$ cat src/rtl/bpsk_phase_gen.sv
// BPSK carrier phase generator: a free-running phase accumulator plus a 180-degree
// offset for the symbol bit in force, producing cosine-LUT addresses per sample.
module bpsk_phase_gen #(
  parameter int ACC_WIDTH  = 32,
  parameter int ADDR_WIDTH = 9,
  parameter int SPS_WIDTH  = 16
) (
  input  logic                  clk,
  input  logic                  rst_n,
  input  logic [ACC_WIDTH-1:0]  fcw_in,
  input  logic                  fcw_load,
  input  logic [SPS_WIDTH-1:0]  sps_in,
  input  logic                  enable,
  input  logic                  bit_in,
  input  logic                  bit_valid,
  output logic                  bit_ready,
  output logic [ADDR_WIDTH-1:0] lut_addr,
  output logic                  lut_addr_valid,
  output logic                  sym_start,
  output logic                  underrun,
  input  logic                  underrun_clr
);

  // Handshake: a bit transfers on a rising edge where bit_valid && bit_ready;
  // bit_ready is combinational and never depends on bit_valid.

  typedef enum logic {
    IDLE = 1'b0,
    RUN  = 1'b1
  } state_t;

  state_t                 state, state_nxt;
  logic [ACC_WIDTH-1:0]   acc, fcw_reg, acc_next;
  logic [SPS_WIDTH-1:0]   sps_reg, sps_nxt, sym_cnt, cnt_nxt;
  logic                   cur_bit, bit_nxt;
  logic                   valid_nxt, start_nxt, underrun_set;
  logic                   at_last, accept, b;
  logic [ADDR_WIDTH-1:0]  addr_nxt;

  assign acc_next  = acc + fcw_reg;
  assign at_last   = (sym_cnt == sps_reg - SPS_WIDTH'(1));
  // Gated by rst_n so a bit offered on a reset edge is never consumed upstream.
  assign bit_ready = rst_n && enable && ((state == IDLE) || at_last);
  assign accept    = bit_ready && bit_valid;
  assign b         = accept ? bit_in : cur_bit;
  assign addr_nxt  = acc_next[ACC_WIDTH-1 -: ADDR_WIDTH] + {b, {(ADDR_WIDTH-1){1'b0}}};

  always_comb begin
    state_nxt    = state;
    sps_nxt      = sps_reg;
    cnt_nxt      = sym_cnt;
    bit_nxt      = cur_bit;
    valid_nxt    = 1'b0;
    start_nxt    = 1'b0;
    underrun_set = 1'b0;
    if (enable) begin
      case (state)
        IDLE: begin
          if (accept) begin
            bit_nxt   = bit_in;
            sps_nxt   = (sps_in == '0) ? SPS_WIDTH'(1) : sps_in;
            cnt_nxt   = '0;
            start_nxt = 1'b1;
            valid_nxt = 1'b1;
            state_nxt = RUN;
          end
        end
        RUN: begin
          if (at_last) begin
            if (accept) begin
              bit_nxt   = bit_in;
              cnt_nxt   = '0;
              start_nxt = 1'b1;
              valid_nxt = 1'b1;
            end else begin
              underrun_set = 1'b1;
              cnt_nxt      = '0;
              state_nxt    = IDLE;
            end
          end else begin
            cnt_nxt   = sym_cnt + SPS_WIDTH'(1);
            valid_nxt = 1'b1;
          end
        end
        default: state_nxt = IDLE;
      endcase
    end
  end

  always_ff @(posedge clk) begin
    if (!rst_n) begin
      state          <= IDLE;
      acc            <= '0;
      fcw_reg        <= '0;
      sps_reg        <= SPS_WIDTH'(1);
      sym_cnt        <= '0;
      cur_bit        <= 1'b0;
      lut_addr       <= '0;
      lut_addr_valid <= 1'b0;
      sym_start      <= 1'b0;
      underrun       <= 1'b0;
    end else begin
      if (fcw_load) fcw_reg <= fcw_in;
      underrun       <= underrun_clr ? 1'b0 : (underrun | underrun_set);
      lut_addr_valid <= valid_nxt;
      sym_start      <= start_nxt;
      // Freeze holds the carrier phase and symbol position exactly where they were.
      if (enable) begin
        acc      <= acc_next;
        lut_addr <= addr_nxt;
        state    <= state_nxt;
        sps_reg  <= sps_nxt;
        sym_cnt  <= cnt_nxt;
        cur_bit  <= bit_nxt;
      end
    end
  end

endmodule

$ cat config.mk
export PLATFORM = sky130hd
export DESIGN_NAME = bpsk_phase_gen
export DESIGN_NICKNAME = d
export VERILOG_FILES = /design/src/rtl/bpsk_phase_gen.sv
export SDC_FILE = /design/constraint.sdc
export NUM_CORES = 1
export LEC_CHECK = 0
export ABC_CLOCK_PERIOD_IN_PS = 7700
export CAP_MARGIN = 0
export CORE_ASPECT_RATIO = 1.4
export CORE_MARGIN = 2
export CORE_UTILIZATION = 60
export CTS_BUF_LIST = sky130_fd_sc_hd__clkbuf_8
export CTS_CLUSTER_SIZE = 14
export DETAILED_ROUTE_END_ITERATION = 8
export HOLD_SLACK_MARGIN = 0.03
export PLACE_DENSITY = 0.85
export RECOVER_POWER = 50
export SLEW_MARGIN = 20
export SYNTH_ARGS = -nofsm -noshare
export SYNTH_HDL_FRONTEND = slang
export SYNTH_SLANG_ARGS = --single-unit
$ cat constraint.sdc
create_clock -name clk -period 7.7 [get_ports clk]
set_clock_uncertainty 0.2 [all_clocks]
set_input_delay 1.54 -clock clk [delete_from_list [all_inputs] [get_ports clk]]
set_output_delay 1.54 -clock clk [all_outputs]
set_load 0.01 [all_outputs]
==> results of run 1 <==
## through the flow
stage	cells	cell area, sq um	hold WS, ns	worst slack, ns	total power, uW
after floorplan	699	5869	0.2496	3.648	728.1
after global placement	856	6515	0.2722	2.335	787.3
after detailed placement	856	6515	0.2823	2.299	796.4
after CTS	872	6739	0.2962	2.298	1170
after global routing	872	6724	0.3146	1.116	1212
final	872	6724	0.2973	1.295	1161
## placed cells by master, fill, tap and decap left out, types with 4 or more instances in the layout
| cell type | n |
|---|---|
| o21ai_1 | 7 |
| xor2_1 | 21 |
| or3_1 | 8 |
| inv_1 | 10 |
| or4_1 | 4 |
| a21o_1 | 27 |
| xnor2_1 | 33 |
| o21ai_0 | 13 |
| clkbuf_8 | 10 |
| mux2i_1 | 45 |
| nand3_1 | 26 |
| dlygate4sd3_1 | 14 |
| dfxtp_1 | 102 |
| nor2b_1 | 5 |
| a21oi_1 | 52 |
| nor2_1 | 95 |
| o21a_1 | 8 |
| and3_1 | 7 |
| clkdlybuf4s50_1 | 52 |
| a31oi_1 | 9 |
| nor4_1 | 6 |
| nand2_1 | 61 |
| ha_1 | 33 |
| a211oi_1 | 7 |
| o211ai_1 | 6 |
| nor3_1 | 15 |
| nand4_1 | 13 |
## worst max-delay path by stage
| stage | slack, ns | endpoint | cells past startpoint |
|---|---|---|---|
| after floorplan | 3.65 | bit_ready | 7 |
| after global placement | 2.34 | bit_ready | 4 |
| after detailed placement | 2.30 | bit_ready | 4 |
| after CTS | 2.30 | bit_ready | 4 |
| after global routing | 1.12 | bit_ready | 5 |
| final | 1.29 | bit_ready | 5 |
## layout make-up
type	instances	area, sq um	share of cell area, %
clock buffer	10	137.6	2.047
inverter	9	33.78	0.5024
tap	132	165.2	2.456
multi-input combinational	544	3582	53.28
timing repair buffer	69	676.9	10.07
clock inverter	6	86.33	1.284
sequential	102	2042	30.37
## power groups by stage
| stage | combinational, uW | clock, uW | sequential (uW) |
|---|---|---|---|
| 4_1_cts | 211 | 384 | 575 |
| 6_report | 208 | 378 | 575 |
| 3_5_place_dp | 209 | 0 | 587 |
| 5_1_grt | 231 | 402 | 579 |
| 3_3_place_gp | 201 | 0 | 586 |
| 2_1_floorplan | 148 | 0 | 580 |
## critical path, stage by stage
cell	delay [ns]
dlygate4sd3_1	0.52
clkbuf_1	1.30
nand2_1	0.53
nor2_1	0.21
clkdlybuf4s50_1	0.56
## layer usage
| layer | up-vias | part of all wire (%) | track usage (%) | routed length [um] |
|---|---|---|---|---|
| met5 | - | 0 | 0 | 0 |
| met4 | 0 | 2.0 | 10.48 | 269 |
| met3 | 24 | 4.2 | 3.061 | 558 |
| met2 | 134 | 53 | 48.82 | 6983 |
| met1 | 2385 | 41 | 30.86 | 5454 |
| li1 | 2555 | - | - | - |
## cell families (layout without fill, tap and decap cells)
kind of cell	after synthesis	in the layout	share of synthesized area, %
muxes	45	45	7.674
buffers and inverters	53	94	3.986
AOI/OAI and AO/OA	150	150	16.86
and+or+nand+nor	261	261	21.25
xor gates and xnor gates	54	54	8.058
adders and majority gates	34	34	7.376
DFF	102	102	34.79
==> impl_metrics.toml, run 1 <==
[clock_tree]
cts_resized = 0
cts_tree = "done"
h-tree-depth = 3
cts_sinks = 102
root_buffer = "clkbuf_8"
clockBufferDepth = 2
post-cts-setup-buffer-count = 0
cts.clk_slew.worst_paths_ns = 0.09
clock_latency_ns = 0.38
cts.hold.buffers_added = 0
cts_buffers = 9

[logic_synthesis]
post-synth-top-area-fraction_pct = 34.79
synth_edf_count = 0
yosysTopAreaCell = "dfxtp_1"
synthFlopType = "dfxtp_1"
synth_area_per_cell_sq_um = 8.397
synth_cell_type_count = 57
yosys_warnings = 0
syn-cell-area_sq_um = 5869
synth_cells = 699
synth_seq_cells = 102
yosysMostFrequentCell = "dfxtp_1"
syn_nets = 788
synthTopCellsByArea = "dfxtp_1, mux2i_1, ha_1, nor2_1, xnor2_1"
ys_top_cells_by_count = "dfxtp_1, nor2_1, nand2_1"
synth_async_sr_flop_share_pct = 0
yosysSeqAreaShare_pct = 34.79

[pwr]
switching_share_pct = 27.21
p_leak_uw = 0.002910
p_int_uw = 845.4
p_clk_share_pct = 32.6
seqPwrFrac_pct = 49.5
p_comb_share_pct = 17.9
power.switching_uw = 316.0
power.density_nw_per_um2 = 172.7
vdd_drop_max_v = 0.0001269

[route]
ant_nets = 0
wl_per_cell_um = 15.21
remaining_drc_errors = 0
vias_per_cell = 5.846
drt_iter0_drc = 268
dr.pass1.iters = 5
wl_um = 13270
vias = 5098

[worst_setup_path]
rr_startpoint = "sps_reg[0]"
crit_fanout = 33
r2r_slack_ns = 3.60
crit_arrival_ns = 4.67
crit_path_start = "enable"
reg2reg_to = "sym_cnt[0]"
crit_type = "in -> out"
worst_setup_path_end_kind = "output pin"
worstPathRequired_ns = 5.96
reg2reg_depth = 8
crit_path_start_kind = "input pin"

[flow_run]
maxCapViolations = 2

[final_layout]
largest_register_ffs = 32
post-route-util_pct = 70.69
drive_gt1_share_pct = 3.378
fill_cells = 738
fin_nets = 824
area_growth_pct = 14.56
n_antenna_cell = 0

[status]
violations = "capacitance limit, slew limit"
status = "complete, but fails checks"

[floorplanning]
fp.dieArea_sq_um = 10600
pin_count = 68
die_w_um = 87.59
num_rows = 42
core_area_sq_um = 9512
fp.dieH_um = 121.0
start_util_pct = 61.71

[sta]
worstMarginPinSlew_ns = 1.815
fmax_mhz = 156.1
tns_ns = 0
min_period_ns = 6.405
drv_slew = 50
grt_setup_unrepaired = "no"
setup_violations = 0
relSlewSlack_pct = -21.02
period_share_pct = 83.18
finalHoldViolations = 0

[worst_hold_path]
worstHoldStart = "acc[22]"
hold_path_class = "reg -> reg"
hold_path_depth = 2
holdPathEnd = "acc[22]"

[placed_design]
gp_congestion = 0.9035
io_buffers = 67
hpwlAfterDp_um = 9777

[global_routing]
grt_overflow_total = 0
grt_first_pass_wirelength_um = 22800
grt_antenna_before_repair = 0
track_usage_pct = 26.67
grt_max_degree = 42
grt_pass1_vias = 5079
Note: power is estimated with default switching activity, not from simulation.
==> run 2, diff against run 1 <==
Settings changed: ABC_CLOCK_PERIOD_IN_PS 7700 to 5990, CORE_UTILIZATION 60 to 58, PLACE_DENSITY 0.85 to 0.82.
Clock period 7.7 ns to 5.99 ns, I/O delays scaled along.
==> impl_metrics.toml, run 2 (synthesis results as in run 1) <==
[status]
status = "complete, but fails checks"
violations = "capacitance limit, slew limit"

[floorplanning]
fp.dieH_um = 123.0
die_w_um = 89.02
start_util_pct = 59.29
pin_count = 68
num_rows = 43
core_area_sq_um = 9899
fp.dieArea_sq_um = 10950

[clock_tree]
cts_sinks = 102
cts.clk_slew.worst_paths_ns = 0.11
cts_tree = "done"
post-cts-setup-buffer-count = 0
cts_buffers = 9
cts.hold.buffers_added = 0
h-tree-depth = 3
root_buffer = "clkbuf_8"
clock_latency_ns = 0.38
cts_resized = 0
clockBufferDepth = 2

[pwr]
power.switching_uw = 424.6
power_uw = 1464
p_int_uw = 1040
p_leak_uw = 0.002895
vdd_drop_max_v = 0.0001803
power.density_nw_per_um2 = 218.1
seqPwrFrac_pct = 50.5
p_clk_share_pct = 31.1
p_comb_share_pct = 18.4
switching_share_pct = 28.99

[worst_setup_path]
rr_startpoint = "sps_reg[0]"
crit_path_start_kind = "input pin"
crit_type = "in -> out"
cp_slowest_cell = "clkbuf_1"
crit_path_start = "rst_n"
crit_fanout = 24
path_cells = "dlygate4sd3_1 -> clkbuf_1 -> nand2_1 -> nor2_1 -> clkdlybuf4s50_1"
crit_arrival_ns = 3.66
slowest_delay_ns = 0.75
worst_setup_path_end_kind = "output pin"
worstPathRequired_ns = 4.59

[placed_design]
io_buffers = 67
hpwlAfterDp_um = 10240
place_ws_ns = 1.522
gp_congestion = 0.9221
post_dp_cell_area_sq_um = 6526

[global_routing]
grt_antenna_before_repair = 0
grt_pass1_vias = 5065
grt_first_pass_wirelength_um = 22870
grt_max_degree = 57
track_usage_pct = 26.33
grt_overflow_total = 0

[route]
vias = 5089
wl_per_cell_um = 15.66
ant_nets = 0
drt_iter0_drc = 220
dr.pass1.iters = 5
wl_um = 13720
vias_per_cell = 5.809
remaining_drc_errors = 0

[sta]
period_share_pct = 84.39
tns_ns = 0
setup_ws_ns = 0.9352
worstMarginPinSlew_ns = 2.370
grt_setup_unrepaired = "no"
relSlewSlack_pct = -58.01
fmax_mhz = 197.8
finalHoldViolations = 0
min_period_ns = 5.055
setup_violations = 0
drv_slew = 57

[final_layout]
largest_register_ffs = 32
fin_area_sq_um = 6715
multi_input_area_sq_um = 3588
area_growth_pct = 14.41
seq_area_sq_um = 2042
fill_cells = 828
layout_commonest_cell = "dfxtp_1"
fin_nets = 825
n_antenna_cell = 0
layout_common_cells = "dfxtp_1, nor2_1, nand2_1"
drive_gt1_share_pct = 3.779

[worst_hold_path]
worstHoldStart = "sps_reg[15]"
hold_path_class = "reg -> reg"

[flow_run]
maxCapViolations = 1
[run 2: changes by cell type in the layout (fill, tap and decap cells not counted), sizes merged]
cell / before / now
clkinvlp: 0 / 1
clkdlybuf4s50: 52 / 53
clkinv: 3 / 1
bufinv: 2 / 1
inv: 10 / 13
dlygate4sd3: 14 / 13
[run 2: area by class of cell]
class,instances,area share (%)
Multi-Input combinational cell,544,53.44
Sequential cell,102,30.41
Timing Repair Buffer,70,10.14
Clock buffer,9,1.845
Tap cell,135,2.515
Inverter,9,0.5031
Clock inverter,7,1.155
[run 2: path summary, 6_finish.rpt]
kind,endpoint,slack (ns),cells after the start
setup / recovery,bit_ready,0.94,5
hold / removal,sps_reg[15],0.28,2
setup reg to reg,lut_addr[8],2.69,10
hold reg to reg,sps_reg[15],0.28,2
[run 2: worst max-delay path: cells and delay by family]
kind	cells	cell delay, ns
buf+inv	3	1.83
simple gates	2	0.62
[run 2: layer usage]
metal	vias up	routed length (um)	global-route usage (%)
met4	0	422	11.57
met1	2368	5627	30.56
met2	131	7189	47.48
met5	-	0	0
li1	2559	-	-
met3	31	480	3.405
[run 2: power groups by stage]
stage               logic [uW]  registers (uW)  clock network (uW)
global route               301             744                 479
detailed placement         271             755                   0
finish                     270             739                 455
floorplan                  190             746                   0
global placement           261             753                   0
CTS                        273             739                 461
[run 2: through the flow]
step           util [%]  hold WS, ns  cells
3_5_place_dp      65.93       0.2707    860
6_report          67.83       0.2822    876
3_3_place_gp      65.93       0.2685    860
4_1_cts           67.96       0.2863    876
5_1_grt           67.83       0.3106    876
2_1_floorplan         -       0.2496    699
